## src/rtl/mem_l2_arb2_if.sv

```systemverilog
`default_nettype none
// ------------------------------------------------------------------
// mem_l2_arb2_if: one OPM/OK request port (addresses, data, opcode, OK)
// Rev 1.0
// ------------------------------------------------------------------
interface mem_l2_arb2_if #(
   parameter int ADDR_W = 48,
   parameter int TILE_W = 128,
   parameter int OPM_W  = 16
) ();
   logic [ADDR_W-1:0] addr;
   logic [ADDR_W-1:0] addr_b;
   logic [TILE_W-1:0] wdata;
   logic [TILE_W-1:0] rdata;
   logic [OPM_W-1:0]  opm;
   logic [1:0]        ok;

   modport master (output addr, addr_b, wdata, opm, input rdata, ok);
   modport slave  (input addr, addr_b, wdata, opm, output rdata, ok);
endinterface
`default_nettype wire

```

## src/rtl/mem_l2_arb2.sv

```systemverilog
`default_nettype none
// ------------------------------------------------------------------
// mem_l2_arb2: round-robin 2:1 arbiter onto the registered L2 OPM/OK port
// Rev 1.0
// ------------------------------------------------------------------
module mem_l2_arb2 #(
   parameter int ADDR_W   = 48,
   parameter int TILE_W   = 128,
   parameter int OPM_W    = 16,
   parameter int WDOG_MAX = 65535
) (
   input  wire logic      clk_i,
   input  wire logic      rst_i,
   mem_l2_arb2_if.slave   req_a_if,
   mem_l2_arb2_if.slave   req_b_if,
   mem_l2_arb2_if.master  mem_if,
   output logic [1:0]     arb_grant_o,
   output logic           arb_stall_o
);
   localparam logic [1:0] S_IDLE  = 2'd0;
   localparam logic [1:0] S_GNT_A = 2'd1;
   localparam logic [1:0] S_GNT_B = 2'd2;
   localparam logic [1:0] S_TDOWN = 2'd3;

   localparam logic [1:0] OK_READY = 2'b00;
   localparam logic [1:0] OK_OK    = 2'b01;
   localparam logic [1:0] OK_HOLD  = 2'b10;
   localparam logic [1:0] OK_FAULT = 2'b11;

   localparam int             WD_W  = $clog2(WDOG_MAX + 1);
   localparam logic [WD_W-1:0] WD_MAX = WD_W'(WDOG_MAX);

   logic [1:0]        state_q, state_d;
   logic              last_b_q, last_b_d;
   logic              done_q, done_d;
   logic [ADDR_W-1:0] mem_addr_q, mem_addr_d;
   logic [ADDR_W-1:0] mem_addr_b_q, mem_addr_b_d;
   logic [TILE_W-1:0] mem_wdata_q, mem_wdata_d;
   logic [OPM_W-1:0]  mem_opm_q, mem_opm_d;
   logic [WD_W-1:0]   wdog_q, wdog_d;
   logic              stall_q, stall_d;

   logic a_act, b_act, ok_done;
   logic load_en, load_sel_b, opm_clear;

   assign a_act   = (req_a_if.opm[4:0] != 5'd0);
   assign b_act   = (req_b_if.opm[4:0] != 5'd0);
   assign ok_done = (mem_if.ok == OK_OK) || (mem_if.ok == OK_FAULT);

   always_ff @(posedge clk_i or posedge rst_i) begin
      if (rst_i) begin
         state_q      <= S_IDLE;
         last_b_q     <= 1'b1;
         done_q       <= 1'b0;
         mem_addr_q   <= '0;
         mem_addr_b_q <= '0;
         mem_wdata_q  <= '0;
         mem_opm_q    <= '0;
         wdog_q       <= '0;
         stall_q      <= 1'b0;
      end else begin
         state_q      <= state_d;
         last_b_q     <= last_b_d;
         done_q       <= done_d;
         mem_addr_q   <= mem_addr_d;
         mem_addr_b_q <= mem_addr_b_d;
         mem_wdata_q  <= mem_wdata_d;
         mem_opm_q    <= mem_opm_d;
         wdog_q       <= wdog_d;
         stall_q      <= stall_d;
      end
   end

   always_comb begin
      state_d    = state_q;
      last_b_d   = last_b_q;
      done_d     = done_q;
      load_en    = 1'b0;
      load_sel_b = 1'b0;
      opm_clear  = 1'b0;
      case (state_q)
         S_IDLE: begin
            // On a tie the requester that did not go last wins
            if (a_act && (!b_act || last_b_q)) begin
               state_d = S_GNT_A;
               load_en = 1'b1;
            end else if (b_act) begin
               state_d    = S_GNT_B;
               load_en    = 1'b1;
               load_sel_b = 1'b1;
            end
         end
         S_GNT_A, S_GNT_B: begin
            load_en    = 1'b1;
            load_sel_b = (state_q == S_GNT_B);
            done_d     = done_q | ok_done;
            if (done_q && !(load_sel_b ? b_act : a_act)) begin
               opm_clear = 1'b1;
               last_b_d  = load_sel_b;
               done_d    = 1'b0;
               state_d   = S_TDOWN;
            end
         end
         S_TDOWN: begin
            opm_clear = 1'b1;
            if (mem_if.ok == OK_READY) state_d = S_IDLE;
         end
         default: state_d = S_IDLE;
      endcase

      mem_addr_d   = mem_addr_q;
      mem_addr_b_d = mem_addr_b_q;
      mem_wdata_d  = mem_wdata_q;
      mem_opm_d    = mem_opm_q;
      if (load_en) begin
         mem_addr_d   = load_sel_b ? req_b_if.addr   : req_a_if.addr;
         mem_addr_b_d = load_sel_b ? req_b_if.addr_b : req_a_if.addr_b;
         mem_wdata_d  = load_sel_b ? req_b_if.wdata  : req_a_if.wdata;
         mem_opm_d    = load_sel_b ? req_b_if.opm    : req_a_if.opm;
      end
      if (opm_clear) mem_opm_d = '0;

      // Watchdog only observes; a stuck L2 is flagged, never aborted
      wdog_d = wdog_q;
      if (state_d == S_IDLE) wdog_d = '0;
      else if ((state_q != S_IDLE) && (wdog_q != WD_MAX)) wdog_d = wdog_q + 1'b1;
      stall_d = stall_q | (wdog_d == WD_MAX);
   end

   always_comb begin
      arb_grant_o    = {state_q == S_GNT_B, state_q == S_GNT_A};
      req_a_if.rdata = '0;
      req_a_if.ok    = a_act ? OK_HOLD : OK_READY;
      req_b_if.rdata = '0;
      req_b_if.ok    = b_act ? OK_HOLD : OK_READY;
      if (state_q == S_GNT_A) begin
         req_a_if.rdata = mem_if.rdata;
         req_a_if.ok    = mem_if.ok;
      end
      if (state_q == S_GNT_B) begin
         req_b_if.rdata = mem_if.rdata;
         req_b_if.ok    = mem_if.ok;
      end
   end

   assign mem_if.addr   = mem_addr_q;
   assign mem_if.addr_b = mem_addr_b_q;
   assign mem_if.wdata  = mem_wdata_q;
   assign mem_if.opm    = mem_opm_q;
   assign arb_stall_o   = stall_q;
endmodule
`default_nettype wire
```

## src/flat_wrapper.sv

```systemverilog
// flat-port wrapper written by rule: the top's interface ports become plain ports
module mem_l2_arb2_flat 
#(
   parameter int ADDR_W   = 48,
   parameter int TILE_W   = 128,
   parameter int OPM_W    = 16,
   parameter int WDOG_MAX = 65535
)
  (clk_i, rst_i, arb_grant_o, arb_stall_o, req_a_if_addr, req_a_if_addr_b, req_a_if_wdata, req_a_if_opm, req_a_if_rdata, req_a_if_ok, req_b_if_addr, req_b_if_addr_b, req_b_if_wdata, req_b_if_opm, req_b_if_rdata, req_b_if_ok, mem_if_addr, mem_if_addr_b, mem_if_wdata, mem_if_opm, mem_if_rdata, mem_if_ok);
  mem_l2_arb2_if #(.ADDR_W(ADDR_W), .TILE_W(TILE_W), .OPM_W(OPM_W)) req_a_if_i ();
  mem_l2_arb2_if #(.ADDR_W(ADDR_W), .TILE_W(TILE_W), .OPM_W(OPM_W)) req_b_if_i ();
  mem_l2_arb2_if #(.ADDR_W(ADDR_W), .TILE_W(TILE_W), .OPM_W(OPM_W)) mem_if_i ();
  input  wire logic clk_i;
  input  wire logic rst_i;
  output logic [1:0] arb_grant_o;
  output logic arb_stall_o;
  input wire logic [$bits(req_a_if_i.addr)-1:0] req_a_if_addr;
  input wire logic [$bits(req_a_if_i.addr_b)-1:0] req_a_if_addr_b;
  input wire logic [$bits(req_a_if_i.wdata)-1:0] req_a_if_wdata;
  input wire logic [$bits(req_a_if_i.opm)-1:0] req_a_if_opm;
  output wire logic [$bits(req_a_if_i.rdata)-1:0] req_a_if_rdata;
  output wire logic [$bits(req_a_if_i.ok)-1:0] req_a_if_ok;
  input wire logic [$bits(req_b_if_i.addr)-1:0] req_b_if_addr;
  input wire logic [$bits(req_b_if_i.addr_b)-1:0] req_b_if_addr_b;
  input wire logic [$bits(req_b_if_i.wdata)-1:0] req_b_if_wdata;
  input wire logic [$bits(req_b_if_i.opm)-1:0] req_b_if_opm;
  output wire logic [$bits(req_b_if_i.rdata)-1:0] req_b_if_rdata;
  output wire logic [$bits(req_b_if_i.ok)-1:0] req_b_if_ok;
  output wire logic [$bits(mem_if_i.addr)-1:0] mem_if_addr;
  output wire logic [$bits(mem_if_i.addr_b)-1:0] mem_if_addr_b;
  output wire logic [$bits(mem_if_i.wdata)-1:0] mem_if_wdata;
  output wire logic [$bits(mem_if_i.opm)-1:0] mem_if_opm;
  input wire logic [$bits(mem_if_i.rdata)-1:0] mem_if_rdata;
  input wire logic [$bits(mem_if_i.ok)-1:0] mem_if_ok;
  assign req_a_if_i.addr = req_a_if_addr;
  assign req_a_if_i.addr_b = req_a_if_addr_b;
  assign req_a_if_i.wdata = req_a_if_wdata;
  assign req_a_if_i.opm = req_a_if_opm;
  assign req_a_if_rdata = req_a_if_i.rdata;
  assign req_a_if_ok = req_a_if_i.ok;
  assign req_b_if_i.addr = req_b_if_addr;
  assign req_b_if_i.addr_b = req_b_if_addr_b;
  assign req_b_if_i.wdata = req_b_if_wdata;
  assign req_b_if_i.opm = req_b_if_opm;
  assign req_b_if_rdata = req_b_if_i.rdata;
  assign req_b_if_ok = req_b_if_i.ok;
  assign mem_if_addr = mem_if_i.addr;
  assign mem_if_addr_b = mem_if_i.addr_b;
  assign mem_if_wdata = mem_if_i.wdata;
  assign mem_if_opm = mem_if_i.opm;
  assign mem_if_i.rdata = mem_if_rdata;
  assign mem_if_i.ok = mem_if_ok;
  mem_l2_arb2 #(.ADDR_W(ADDR_W), .TILE_W(TILE_W), .OPM_W(OPM_W), .WDOG_MAX(WDOG_MAX)) u_core (.clk_i(clk_i), .rst_i(rst_i), .req_a_if(req_a_if_i), .req_b_if(req_b_if_i), .mem_if(mem_if_i), .arb_grant_o(arb_grant_o), .arb_stall_o(arb_stall_o));
endmodule
```

## config.mk

```make
export PLATFORM = sky130hd
export DESIGN_NAME = mem_l2_arb2_flat
export DESIGN_NICKNAME = d
export VERILOG_FILES = /design/src/rtl/mem_l2_arb2_if.sv /design/src/rtl/mem_l2_arb2.sv /design/src/flat_wrapper.sv
export SDC_FILE = /design/constraint.sdc
export NUM_CORES = 1
export LEC_CHECK = 0
export CORE_AREA = 2 2 440 442
export CTS_BUF_LIST = sky130_fd_sc_hd__clkbuf_2
export DETAILED_ROUTE_END_ITERATION = 8
export DIE_AREA = 0 0 442 444
export PLACE_DENSITY_LB_ADDON = 0.2
export SLEW_MARGIN = 20
export SYNTH_ARGS = -nofsm -noshare
export SYNTH_HDL_FRONTEND = slang
export SYNTH_SLANG_ARGS = --single-unit
export TNS_END_PERCENT = 30
```

## constraint.sdc

```tcl
create_clock -name clk_i -period 11.9 [get_ports clk_i]
set_input_delay 2.38 -clock clk_i [delete_from_list [all_inputs] [get_ports clk_i]]
set_output_delay 2.38 -clock clk_i [all_outputs]
set_load 0.01 [all_outputs]
```

==> results_dict.tcl, run 1 <==
set metrics [dict create \
    place_inst 5019 \
    cts_buffer_depth 3 \
    drc 0 \
    crit_family "simple AND/OR/NAND/NOR gates" \
    grt_pass1_wl_mm 140 \
    grtUsageMet2_pct 19.9 \
    cp.depth 5 \
    status "finished clean" \
    io_buffers 1114 \
    synth_top_area_cell "dfrtp_1" \
    synth.yosys.seq_area_share_pct 45.6 \
    grt_use_total_pct 10.4 \
    leakage_nw 10.5 \
    worstSetupStartpointType "primary input" \
    instances_no_fill 5185 \
    reg2reg_depth 8 \
    path_buf_inv 2 \
    post_cts_resize_count 0 \
    cts.hold.buffers_added 0 \
    maxCapViolCount 0 \
    drt-total-wl_mm 106 \
    synth_seq_cells 261 \
    fin_hold_ws_ns 0.489 \
    die_h_um 444 \
    wire_per_inst_um 20.5 \
    crit_chain "clkdlybuf4s50_1, or4_1, or2_1, mux2_2, clkdlybuf4s50_1" \
    syn_nets 2094 \
    tritoncts "done" \
    tightest_slew_ns 1.27 \
    synth_fa_ha_area_share_pct 0.524 \
    rsz0062_at_grt "no" \
    postCtsSetupRepairBufs 0 \
    place.gp.congestion 0.848 \
    row_count 161 \
    fin_tns_setup_ns 0 \
    synth_xor_area_share_pct 0.795 \
    rr_endpoint "u_core.mem_if.addr[23]" \
    finalPower_mw 6.28 \
    netlist_instances 1476 \
    r2r_start "u_core.state_q[1]" \
    crit_slowest_cell "or4_1" \
    cts_root_buffer "clkbuf_2" \
    criticalPathCategory "primary input to output pin" \
    dieWidth_um 442 \
    drt_iter0_drc 777 \
    cpMostUsedCell "clkdlybuf4s50_1" \
    clock_skew_ns 0.233 \
    slew_headroom_pct 15.6 \
    final_net_count 3206 \
    h-tree-depth 3 \
    period_share_pct 59.5 \
    clk_pin_slew_ns 0.07 \
    utilization_pct 15.1 \
    ys.warnings.count 0 \
    crit_fanout 3 \
    cts_sinks 261 \
    ios 1115 \
    critPathCaptureType "output pin" \
    vias_per_cell 2.94 \
    layout_min_cycle_time_ns 7.08 \
    grt-ovfl-total 0 \
    syn_avg_cell_area_um2 9.70 \
    fin_ws_ns 4.82 \
    synthSimpleGateAreaFrac_pct 20.1 \
    hpwlAfterDp_mm 87.6 \
    core_um2 192000 \
    ant_nets 0 \
    cp-endpoint "req_a_if_ok[1]" \
    hold_violations 0 \
    p_per_area_nw_per_um2 217 \
    top_usage_layer "met2" \
    met1_usage_pct 10.6 \
    arrival_ns 4.70 \
    synth_top_family_by_area "simple AND/OR/NAND/NOR gates" \
    grt_pass1_vias 15500 \
    area_growth_pct 102 \
    cts_inserted_buffers 93 \
    antenna_found_initial 45 \
    netlist.area_leader.share_pct 45.5 \
    dieArea_um2 196000 \
    synth_cell_types 47 \
    dpl-instance-area_um2 28100 \
    use_met3_pct 3.90 \
    pre_cts_slack_ns 4.76 \
    fillerInstances 21700 \
    vias 15300 \
    crit_start "req_a_if_opm[4]" \
    ir_drop_mv 0.258 \
    layout_commonest_cell "clkdlybuf4s50_1" \
    synth.area.top_cells "dfrtp_1 (45%), mux2i_1 (17%), and2_1 (11%)" \
    post_route_cells_drive_above_1_share_pct 6.57 \
    layout_common_cells "clkdlybuf4s50_1 (1114), dfrtp_1 (260), and2_1 (258), nor2_1 (251), mux2i_1 (242)" \
    async_flop_share_pct 100 \
    fin_area_um2 28900 \
    critPathMaxStageDelay_ns 0.71 \
    synth_area_um2 14300 \
    ys.flop_type "dfrtp_1" \
    maxSlewViolCount 0 \
    dr.pass1.iters 7 \
    worstPathRequired_ns 9.52 \
    setup_viol 0 \
    synth_edf_count 0 \
    synth.area.mux_share_pct 17.2 \
    clock_latency_ns 1.48 \
    hold_path_class "flip-flop to flip-flop" \
    timing.fmax_ghz 0.141 \
    grt_max_degree 218 \
    start_util_pct 7.47 \
    synth-compound-area-share_pct 10.0 \
    reg2reg_slack_ns 7.64 \
]
## report_power, final
group          leakage (nW)  internal (mW)  switching [mW]
Clock                 0.629          0.335           0.518
Sequential             3.00           1.34           0.266
Combinational          6.88           1.84            1.98
Total                  10.5           3.51            2.77
## registers in the layout, summed over array words and instances (netlist names)
signal                flops
u_core.mem_if.wdata     128
u_core.done_q             1
u_core.mem_if.opm        16
u_core.wdog_q            16
u_core.state_q            2
u_core.mem_if.addr_b     48
u_core.arb_stall_o        1
u_core.mem_if.addr       48
u_core.last_b_q           1
## cell families after synthesis
| family | count (synthesis) |
|---|---|
| and+or+nand+nor | 566 |
| AOI/OAI and AO/OA | 264 |
| DFF | 261 |
| muxes | 246 |
| buffers and inverters | 120 |
| xor gates and xnor gates | 13 |
| adders and majority gates | 6 |
## synthesized netlist by cell type, drive strengths merged, types with 2 or more instances
cell type    n
nand4        4
xor2         4
a21oi      229
nand2b       2
inv          7
clkbuf      80
nor2b        2
and3         2
mux2i      243
xnor2        9
nand2       15
nand3       13
and2       258
dfrtp      260
nor3         8
o211ai       2
and4         2
nor2       251
o21ai        7
buf         33
o2bb2ai     17
mux2         3
a2111oi      2
nor4         3
ha           6
## final cells by class
type                    count  area, um^2  share of cell area, %
diodes                     10        25.0                 0.0866
clock buffers             137         686                   2.37
clock inverters            19         141                  0.489
inverters                   7        33.8                  0.117
multi-input cells        1095        7020                   24.3
flip-flops and latches    261        6530                   22.6
well taps                2526        3160                   10.9
repair buffers           1130       11300                   39.1
## how the worst min path moves through the flow
| stage | from | endpoint | slack, ns | cells past startpoint |
|---|---|---|---|---|
| 2_1_floorplan | u_core.last_b_q | u_core.last_b_q | 0.46 | 2 |
| 3_3_place_gp | u_core.arb_stall_o | u_core.arb_stall_o | 0.47 | 1 |
| 3_5_place_dp | u_core.mem_if.opm[14] | u_core.mem_if.opm[14] | 0.48 | 1 |
| 4_1_cts | u_core.mem_if.opm[2] | u_core.mem_if.opm[2] | 0.50 | 1 |
| 5_1_grt | u_core.mem_if.opm[8] | u_core.mem_if.opm[8] | 0.52 | 1 |
| 6_report | u_core.mem_if.opm[14] | u_core.mem_if.opm[14] | 0.49 | 1 |
## metal layers
layer / part of all wire [%] / wire [um]
met3: 7.4 / 7910
met2: 54 / 57900
met5: 0.28 / 293
met1: 36 / 38100
met4: 2.2 / 2300
(Power assumes the default switching activity.)
==> run 2: changes to the inputs <==
Clock period 11.9 ns to 5.9 ns, I/O delays scaled along.
==> run 2 against run 1 <==
  * Sequential share of layout area down 0.17 points
  * Critical path depth unchanged
  * Clock skew down 0.11 ns
  * Global-route usage up 0.069 points
  * Total power is 100% higher
  * Count of clock-buffer cells in the layout shrank 4
  * Largest cell class unchanged
  * Utilization grew 0.12 points
  * First-iteration DRC count fell by 31%
  * Non-clock buffer count rose by 19
  * Clock power up 96%
  * Wire length increased by 0.36%
  * Register-to-register slack got worse by 5.1 ns
==> results_dict.tcl, run 2 (synthesis results as in run 1) <==
set metrics [dict create \
    status "finished clean" \
    fillerInstances 21700 \
    row_count 161 \
    worstPathRequired_ns 4.72 \
    critPathCaptureType "output pin" \
    drt-total-wl_mm 107 \
    cts_buffer_depth 3 \
    seq_area_um2 6530 \
    layout_common_cells "clkdlybuf4s50_1 (1114), dfrtp_1 (260), and2_1 (258), nor2_1 (251), mux2i_1 (242)" \
    start_util_pct 7.47 \
    clk_pin_slew_ns 0.10 \
    hpwlAfterDp_mm 88.7 \
    dieArea_um2 196000 \
    maxSlewViolCount 0 \
    hold_violations 0 \
    leakage_nw 10.6 \
    worstSetupStartpointType "flip-flop" \
    post_cts_resize_count 0 \
    fin_ws_ns 0.481 \
    drc 0 \
    grt_use_total_pct 10.5 \
    ant_nets 0 \
    vias 15400 \
    wl_met3_mm 8.46 \
    crit_fanout 94 \
    tightest_slew_ns 0.987 \
    maxCapViolCount 0 \
    cts_root_buffer "clkbuf_2" \
    period_share_pct 91.8 \
    pre_cts_slack_ns 1.22 \
    area_growth_pct 104 \
    p_per_area_nw_per_um2 437 \
    layout_min_cycle_time_ns 5.42 \
    vias_per_cell 2.96 \
    cts_sinks 261 \
    grt_pass1_vias 15700 \
    largest_reg_flops 128 \
    ios 1115 \
    reg2reg_depth 8 \
    grt_max_degree 126 \
    dieWidth_um 442 \
    criticalPathCategory "flip-flop to output pin" \
    setup_viol 0 \
    antenna_found_initial 57 \
    whs_path_depth 3 \
    arrival_ns 4.24 \
    postCtsSetupRepairBufs 0 \
    place.gp.congestion 0.860 \
    combPwrFrac_pct 61.7 \
    dr.pass1.iters 5 \
    multi_input_area_um2 7020 \
    post_route_cells_drive_above_1_share_pct 6.74 \
    sequentialPowerShare_pct 25.2 \
    final_net_count 3222 \
    clock_skew_ns 0.123 \
    drt-met1-wl_mm 38.1 \
    grt-ovfl-total 0 \
    drt_iter0_drc 539 \
    hold_path_class "primary input to flip-flop" \
    wl_met2_mm 57.5 \
    ir_drop_mv 0.349 \
    die_h_um 444 \
    fin_area_um2 29100 \
    swShare_pct 44.4 \
    layout_commonest_cell "clkdlybuf4s50_1" \
    grt_pass1_wl_mm 141 \
    h-tree-depth 3 \
    p_switching_mw 5.65 \
    dpl-instance-area_um2 28200 \
    routed.top_layer "met5" \
    internal_power_mw 7.08 \
    clockPowerShare_pct 13.1 \
    core_um2 192000 \
    timing.fmax_ghz 0.185 \
    io_buffers 1114 \
    utilization_pct 15.2 \
    tritoncts "done" \
    wire_per_inst_um 20.5 \
    cts_inserted_buffers 90 \
    clock_latency_ns 1.37 \
    finalPower_mw 12.7 \
    slew_headroom_pct 34.2 \
]
## run 2: what timing repair did
action	in CTS	in global routing
endpoints found under the setup margin	0	0
hold buffers	10	0
endpoints found under the hold margin	22	0
## run 2: per-stage QoR
| stage | TNS, ns | instances | hold WS [ns] |
|---|---|---|---|
| after global placement | 0 | 5028 | 0.473 |
| after global routing | -0.00242 | 5205 | 0.102 |
| after CTS | 0 | 5196 | 0.00333 |
| after detailed placement | 0 | 5028 | 0.473 |
| final | 0 | 5211 | 0.423 |
| after floorplan | 0 | 1476 | 0.459 |
## run 2: power by group through the flow
stage / sequential (mW) / clock [mW] / combinational [mW]
floorplan: 3.56 / 0 / 3.50
global placement: 3.22 / 0 / 8.09
detailed placement: 3.24 / 0 / 8.07
CTS: 3.22 / 1.86 / 8.10
global route: 3.32 / 1.91 / 8.49
finish: 3.21 / 1.67 / 7.85
## run 2: worst paths after layout
path | startpoint | end | slack (ns)
min in group asynchronous | rst_i | u_core.mem_if.wdata[115] | 0.82
max in group asynchronous | rst_i | u_core.mem_if.wdata[47] | 3.76
max reg2reg | u_core.state_q[1] | u_core.mem_if.addr[29] | 2.49
min | req_a_if_wdata[95] | u_core.mem_if.wdata[95] | 0.42
max | u_core.state_q[0] | req_b_if_rdata[26] | 0.48
min reg2reg | u_core.last_b_q | u_core.last_b_q | 0.49
## run 2: worst max-delay path, cell delays in order, from the launching register on
cell	delay [ns]
dfrtp_1	0.51
inv_1	0.21
ha_4	0.75
buf_12	0.28
and2_1	0.38
clkdlybuf4s50_1	0.64
## run 2: routing by layer
metal	global-route usage, %	up-vias
met5	0	-
met4	2.92	54
met3	4.19	187
met2	19.8	616
met1	10.6	7211
li1	-	7356
## run 2: area by class of cell
type,instances,share of cell area (%)
clock buffer,133,2.28
tap,2526,10.8
antenna,15,0.129
clock inverter,25,0.451
timing repair buffer,1149,39.7
multi-input combinational,1095,24.1
inverter,7,0.103
sequential,261,22.4
